## config.mk

```make
export PLATFORM = sky130hd
export DESIGN_NAME = regfile_dump
export DESIGN_NICKNAME = d
export VERILOG_FILES = /design/src/rtl/regfile_dump.sv
export SDC_FILE = /design/constraint.sdc
export NUM_CORES = 2
export LEC_CHECK = 0
export BUFFER_PORTS_ARGS = -buffer_cell sky130_fd_sc_hd__buf_2
export CAP_MARGIN = 20
export CORE_ASPECT_RATIO = 1.1
export CORE_MARGIN = 8
export CORE_UTILIZATION = 67
export CTS_BUF_LIST = sky130_fd_sc_hd__clkbuf_4
export CTS_CLUSTER_DIAMETER = 100
export DETAILED_ROUTE_END_ITERATION = 12
export HOLD_SLACK_MARGIN = 0.02
export PLACE_DENSITY = 0.85
export SLEW_MARGIN = 10
export SYNTH_ARGS = -nofsm -noshare
export SYNTH_HDL_FRONTEND = slang
export SYNTH_SLANG_ARGS = --single-unit
export TNS_END_PERCENT = 5
```

## constraint.sdc

```tcl
create_clock -name clk -period 90.9 [get_ports clk]
set_input_delay 22.725 -clock clk [delete_from_list [all_inputs] [get_ports clk]]
set_output_delay 22.725 -clock clk [all_outputs]
set_load 0.02 [all_outputs]
```

## src/rtl/regfile_dump.sv

```systemverilog
// ---------------------------------------------------------------------------
// regfile_dump
//
// The openMIPS architectural register file: 32 x 32-bit general-purpose
// registers. $0 is hard-wired to zero. The register file has:
//   - one write port, used by write-back;
//   - two combinational read ports, used by decode. Each read port bypasses
//     the write data forward when it reads the register being written.
//   - a debug dump engine. It streams every register, from index 0 up to 31,
//     over a valid/ready handshake.
//
// Ports:
//   clk            system clock, rising edge
//   rst            asynchronous active-high reset
//   i_we           write enable from write-back
//   i_waddr        write address
//   i_wdata        write data
//   i_re1/i_re2    read port enables from decode
//   i_raddr1/2     read port addresses
//   o_rdata1/2     read port data (combinational)
//   i_dump_req     start a full dump (only looked at while idle)
//   o_dump_busy    dump engine is in SEND or DONE
//   o_dump_valid   dump beat valid
//   i_dump_ready   sink accepts the current beat
//   o_dump_addr    register index of the current beat
//   o_dump_data    live register value of the current beat
//   o_dump_done    one-cycle pulse after the final beat is accepted
// ---------------------------------------------------------------------------
module regfile_dump #(
  parameter int DATA_W  = 32,
  parameter int ADDR_W  = 5,
  parameter int REG_NUM = 32   // must equal 2**ADDR_W
) (
  input  logic              clk,
  input  logic              rst,
  input  logic              i_we,
  input  logic [ADDR_W-1:0] i_waddr,
  input  logic [DATA_W-1:0] i_wdata,
  input  logic              i_re1,
  input  logic [ADDR_W-1:0] i_raddr1,
  output logic [DATA_W-1:0] o_rdata1,
  input  logic              i_re2,
  input  logic [ADDR_W-1:0] i_raddr2,
  output logic [DATA_W-1:0] o_rdata2,
  input  logic              i_dump_req,
  output logic              o_dump_busy,
  output logic              o_dump_valid,
  input  logic              i_dump_ready,
  output logic [ADDR_W-1:0] o_dump_addr,
  output logic [DATA_W-1:0] o_dump_data,
  output logic              o_dump_done
);

  typedef enum logic [1:0] {
    IDLE,
    SEND,
    DONE
  } state_t;

  localparam logic [ADDR_W-1:0] LAST_IDX = ADDR_W'(REG_NUM - 1);

  logic [DATA_W-1:0] r_regs [REG_NUM];
  state_t            r_state;
  state_t            w_stateNext;
  logic [ADDR_W-1:0] r_idx;
  logic [ADDR_W-1:0] w_idxNext;

  // Register storage. A reset clears every entry. Writes to $0 are
  // dropped, so entry 0 stays zero and nothing needs to mask it on a read.
  always_ff @(posedge clk or posedge rst) begin
    if (rst) begin
      for (int i = 0; i < REG_NUM; i++) begin
        r_regs[i] <= '0;
      end
    end else if (i_we && (i_waddr != '0)) begin
      r_regs[i_waddr] <= i_wdata;
    end
  end

  // Read port 1. When the port reads the register being written in this
  // same cycle, it returns the incoming write data. This lets decode see
  // the write-back result without waiting a cycle.
  always_comb begin
    o_rdata1 = '0;
    if (!rst && (i_raddr1 != '0) && i_re1) begin
      if (i_we && (i_raddr1 == i_waddr)) begin
        o_rdata1 = i_wdata;
      end else begin
        o_rdata1 = r_regs[i_raddr1];
      end
    end
  end

  // Read port 2 uses the same priority as port 1. When both ports read the
  // same register, they therefore return the same value.
  always_comb begin
    o_rdata2 = '0;
    if (!rst && (i_raddr2 != '0) && i_re2) begin
      if (i_we && (i_raddr2 == i_waddr)) begin
        o_rdata2 = i_wdata;
      end else begin
        o_rdata2 = r_regs[i_raddr2];
      end
    end
  end

  // Dump engine state and beat index. A reset in the middle of a dump
  // aborts it at once, and the engine then issues no done pulse.
  always_ff @(posedge clk or posedge rst) begin
    if (rst) begin
      r_state <= IDLE;
      r_idx   <= '0;
    end else begin
      r_state <= w_stateNext;
      r_idx   <= w_idxNext;
    end
  end

  // Dump engine next state and outputs. The beat data is read live from
  // storage with no bypass. A write to the stalled index therefore shows up
  // one cycle later, and the sink takes whatever value is present on its
  // handshake cycle. The engine ignores a request while it is busy, and does
  // not queue one.
  always_comb begin
    w_stateNext  = r_state;
    w_idxNext    = r_idx;
    o_dump_busy  = 1'b0;
    o_dump_valid = 1'b0;
    o_dump_done  = 1'b0;
    o_dump_addr  = '0;
    o_dump_data  = '0;
    case (r_state)
      IDLE: begin
        if (i_dump_req) begin
          w_idxNext   = '0;
          w_stateNext = SEND;
        end
      end
      SEND: begin
        o_dump_busy  = 1'b1;
        o_dump_valid = 1'b1;
        o_dump_addr  = r_idx;
        o_dump_data  = r_regs[r_idx];
        if (i_dump_ready) begin
          if (r_idx == LAST_IDX) begin
            w_stateNext = DONE;
          end else begin
            w_idxNext = r_idx + 1'b1;
          end
        end
      end
      DONE: begin
        o_dump_busy = 1'b1;
        o_dump_done = 1'b1;
        w_stateNext = IDLE;
      end
      default: begin
        w_stateNext = IDLE;
      end
    endcase
  end

endmodule
```

# Word-level counts from Yosys, hierarchy flattened
# Index checks and enable logic that the tools add are counted.
[op_classes] add_sub_neg=1 multipliers=0 div_mod_pow=0 magnitude_cmp=5 n_eq_ne=9 shifts=0 mux=29 n_bitwise=4 n_reduce_logical=17
[op_table] cell="$bwmux W1024" n=1
[op_table] cell="$bmux W32 S5" n=3
[op_table] cell="$mux W32" n=12
[op_table] cell="$demux W32 S5" n=1
[op_table] cell="$ge A6 B6 Y1 const B" n=4
[op_table] cell="$not A5 Y6" n=4
[op_table] cell="$mux W5" n=4
[op_table] cell="$reduce_bool A5 Y1" n=3
[op_table] cell="$eq A5 B5 Y1" n=2
[op_table] cell="$pmux W5 S2" n=1
[op_table] cell="$logic_and A1 B1 Y1" n=8
[op_table] cell="$ne A2 B2 Y1 const B" n=4
[op_table] cell="$lt A6 B1 Y1 const B" n=1
[op_table] cell="$mux W2" n=3
[op_table] cell="$add A5 B1 Y5 const B" n=1
[op_table] cell="$eq A5 B5 Y1 const B" n=1
[op_table] cell="$pmux W2 S2" n=1
[op_table] cell="$reduce_and A4 Y1" n=1
[op_table] cell="$mux W1" n=3
[op_table] cell="$reduce_and A3 Y1" n=1
[op_table] cell="$eq A2 B1 Y1 const B" n=1
[op_table] cell="$eq A2 B2 Y1 const B" n=1
[op_table] cell="$logic_not A2 Y1" n=1
[op_table] cell="$reduce_bool A2 Y1" n=1
[op_table] cell="2 further kinds" n=2
[word_totals] reg_bits=1031 latch_bits=0 ram_bits=0 rom_bits=0 input_bits=54 out_inout_bits=104 elab_cells=99 n_memories=0

# Depth between registers and ports, before layout
[logic_depth] ltp_word=6 depth_mapped=10 depth_no_buf=8

# Worst setup path after synthesis
# Ideal clock, no wire load.
[synth_path] path_type="input to output" from="in rst" to="out o_rdata2[10]" arrival_ns=48.132 required_ns=68.175 setup_slack_ns=20.043 cell_stages=5 path_buffers=1 cell_sequence="inv_1 > o2111ai_1 > clkbuf_1 > a21oi_1 > a221o_1"
[synth_between] elab_chain_len=4
[synth_rtl] element="start: declaration" line_no="35" text="input logic rst,"
[synth_rtl] element="$logic_not A1 Y1 (no line)"
[synth_rtl] element="$logic_and A1 B1 Y1 (2 in a row)" line_no="98" text="if (!rst && (i_raddr2 != '0) && i_re2) begin"
[synth_rtl] element="$mux W32" line_no="98"
[synth_rtl] element="end: declaration" line_no="44" text="output logic [DATA_W-1:0] o_rdata2,"
# Every way passes these cells.

# Final worst setup path
[layout_path] from="in i_raddr2[0]" to="out o_rdata2[3]"
[layout_between] elab_chain_len=6 word_cells_on_any_way=11 classes_between="1 x eq/ne; 5 x mux; 1 x bitwise; 4 x reduce/logical"
[layout_rtl] element="start: declaration" line_no="43" text="input logic [ADDR_W-1:0] i_raddr2,"
[layout_rtl] element="$not A5 Y6 (not written as such)" line_no="102" text="o_rdata2 = r_regs[i_raddr2];"
[layout_rtl] element="$bmux W32 S5" line_no="102"
[layout_rtl] element="$mux W32 (not written as such) (2 in a row)" line_no="102"
[layout_rtl] element="$mux W32" line_no="99" text="if (i_we && (i_raddr2 == i_waddr)) begin"
[layout_rtl] element="$mux W32 *" line_no="98"
# Mark *: on every way between the ends. The rest lies on a longest branch, timed or not. The select of a mux whose other input is x is not followed.

==> flow_metrics.env <==
export IMPL_grt_ovfl_total=0
export IMPL_routed_wl_mm=199.3
export IMPL_start_kind="primary input"
export IMPL_worst_clock_skew_ns=0.002328
export IMPL_dpl_cell_count=5222
export IMPL_syn2layout_area_growth_pct=7.232
export IMPL_synth_edf_count=0
export IMPL_cts_resized=0
export IMPL_holdPathStages=0
export IMPL_worstSkewPairLatency_ns=1.19
export IMPL_yosysTopAreaCell="dfrtp_1"
export IMPL_syn_area_per_cell_um2=14.95
export IMPL_synthTopCellsByArea="dfrtp_1 (41%), mux4_2 (26%), mux2_2 (11%)"
export IMPL_cp_common_cell="buf_4"
export IMPL_synth_seq_area_share_pct=40.76
export IMPL_dieHeight_um=338.4
export IMPL_cts_setup_buffers=0
export IMPL_cts_tree="done"
export IMPL_fill_cells=5995
export IMPL_dp_slack_ns=40.97
export IMPL_die_x_um=309.1
export IMPL_start_util_pct=67.41
export IMPL_fin_ws_ns=40.97
export IMPL_grt_pass1_vias=46480
export IMPL_p_total_mw=1.500
export IMPL_synth_cells=4235
export IMPL_drt_iter0_drc=6749
export IMPL_synth_top_family_by_area="multiplexers"
export IMPL_yosys_area_share_simple_pct=1.650
export IMPL_grt_start_max_net_pins=169
export IMPL_post_route_drc_count=0
export IMPL_syn_area_um2=63300
export IMPL_fin_cells=5693
export IMPL_tightest_slew_ns=1.238
export IMPL_path_depth=9
export IMPL_vias=45220
export IMPL_fmax_ghz=0.02003
export IMPL_hold_viol=0
export IMPL_endpoint_kind="output port"
export IMPL_dpl_instance_area_um2=64580
export IMPL_syn_nets=4295
export IMPL_max_stage_delay_ns=0.87
export IMPL_critPathArrivalTime_ns=27.21
export IMPL_synth_top_area_share_pct=40.76
export IMPL_drive_gt1_share_pct=46.44
export IMPL_ioPinCount=158
export IMPL_ys_ff_latch=1031
export IMPL_stdcell_area_um2=67880
export IMPL_synth_compound_area_share_pct=5.410
export IMPL_synthXorXnorAreaFrac_pct=0.1522
export IMPL_rows=118
export IMPL_multi_input_area_um2=35590
export IMPL_htree_levels=5
export IMPL_ant_nets=0
export IMPL_critPathBufInv=5
export IMPL_slew_headroom_pct=17.26
export IMPL_reg2reg_depth=9
export IMPL_cp_data_required_time_ns=68.18
export IMPL_setup_tns_ns=0
export IMPL_coreArea_um2=93900
export IMPL_worstSetupPathType="primary input to output port"
export IMPL_clk_pin_slew_worst_paths_ns=0.06
export IMPL_numCtsBuffers=281
export IMPL_antenna_found_initial=19
export IMPL_timing_final_crit_share_pct=54.93
export IMPL_final_nets=4307
export IMPL_portBuffers=157
export IMPL_path_max_fanout=51
export IMPL_worst_ir_drop_vdd_v=0.00001927
export IMPL_hpwl_mm=110.2
export IMPL_clock_sinks=1031
export IMPL_synthArstFlopShare_pct=100.0
export IMPL_yosysMostFrequentCell="dfrtp_1"
export IMPL_yosysWarnings=0
export IMPL_synth_mux_area_share_pct=48.40
export IMPL_leakagePower_nw=29.05
export IMPL_slowest_stage="buf_4"
export IMPL_slew_violations=0
export IMPL_netlist_top_cells_count="dfrtp_1 (1031), mux4_2 (736), mux2_2 (610), mux2_1 (383), clkbuf_1 (306)"
export IMPL_gp_congestion=0.8580
export IMPL_synth_main_ff_cell="dfrtp_1"
export IMPL_wire_per_inst_um=35.01
export IMPL_status="complete, no violations"
export IMPL_hold_slack_ns=0.4171
export IMPL_firstDrtPassIters=7
export IMPL_setup_violations=0
export IMPL_synthAdderAreaFrac_pct=0.1186
export IMPL_grt_pass1_wl_mm=297.9
export IMPL_clk_path_buf_depth=4
export IMPL_power_density_nw_per_um2=22.10
export IMPL_path_cells="buf_8 -> buf_4 -> buf_4 -> buf_4 -> mux4_2 -> mux2i_1 -> a21oi_1 -> a221o_1 -> buf_2"
export IMPL_maxCapViolCount=0
export IMPL_regArea_um2=25810
export IMPL_post_drt_via_cell_ratio=7.943
export IMPL_rsz0062_at_grt="false"
export IMPL_fin_util_pct=72.29
export IMPL_cp_top_family="buffers and inverters"
export IMPL_cts_root_buffer="clkbuf_4"
export IMPL_dieArea_um2=104600
export IMPL_grt_use_total_pct=38.26
export IMPL_hold_class="register to register"
export IMPL_cts_hold_buf=0
export IMPL_synth_cell_type_count=48
export IMPL_final_min_clock_period_ns=49.93
==> cell type report <==
| class | instances | area share [%] |
|---|---|---|
| inverter | 6 | 0.04424 |
| sequential | 1031 | 38.02 |
| clock inverter | 68 | 0.5106 |
| antenna | 17 | 0.06267 |
| timing repair buffer | 247 | 2.352 |
| multi-input combinational | 2680 | 52.44 |
| clock buffer | 384 | 4.247 |
| tap | 1260 | 2.322 |
==> cells in the final DEF (no fill, tap or decap), drive strengths merged, types with 5 or more instances in the layout <==
cell type and count:
a22oi 160, ha 6, o21bai 32, mux2 993
nand2 21, and3 34, mux4 736, buf 246
nor2 27, a211o 32, clkbuf 385, diode 17
dfrtp 1031, mux2i 288, nand3b 5, nor2b 71
a21oi 98, xnor2 7, a221o 32, a221oi 64
and2 7, a211oi 32, inv 13, clkinv 58
==> sequential cells by signal, summed over array words and instances (netlist names) <==
| signal | count |
|---|---|
| r_idx | 5 |
| r_regs | 1024 |
| r_state | 2 |
==> metal layers <==
metal  GRT usage [%]  up-vias  part of all wire [%]
met3           13.34     1010                    14
li1                -    17170                     -
met2           55.92     3733                    45
met1           49.12    23300                    34
met5               0        -                 0.025
met4           23.72        8                   7.3
==> final timing paths <==
path,startpoint,endpoint,slack (ns)
max in group asynchronous,rst,r_regs[338],64.74
hold / removal,r_regs[1022],r_regs[1022],0.42
hold reg to reg,r_regs[1022],r_regs[1022],0.42
setup reg to reg,r_idx[0],r_idx[3],87.75
setup / recovery,i_raddr2[0],o_rdata2[3],40.97
min in group asynchronous,rst,r_regs[617],21.61
==> cell families (layout without fill, tap and decap cells) <==
group / after synthesis / after routing
muxes: 2017 / 2017
DFF: 1031 / 1031
buffers and inverters: 524 / 705
AOI/OAI and AO/OA: 462 / 462
and+or+nand+nor: 184 / 184
xor gates and xnor gates: 11 / 11
adders and majority gates: 6 / 6
other: 0 / 17
==> power by group <==
| group | leakage, nW | internal [mW] | switching, mW |
|---|---|---|---|
| clock | 1.95 | 0.203 | 0.199 |
| sequential | 13.2 | 0.546 | 0.0957 |
| combinational | 13.9 | 0.261 | 0.195 |
Power figures use the tool's default switching activity.
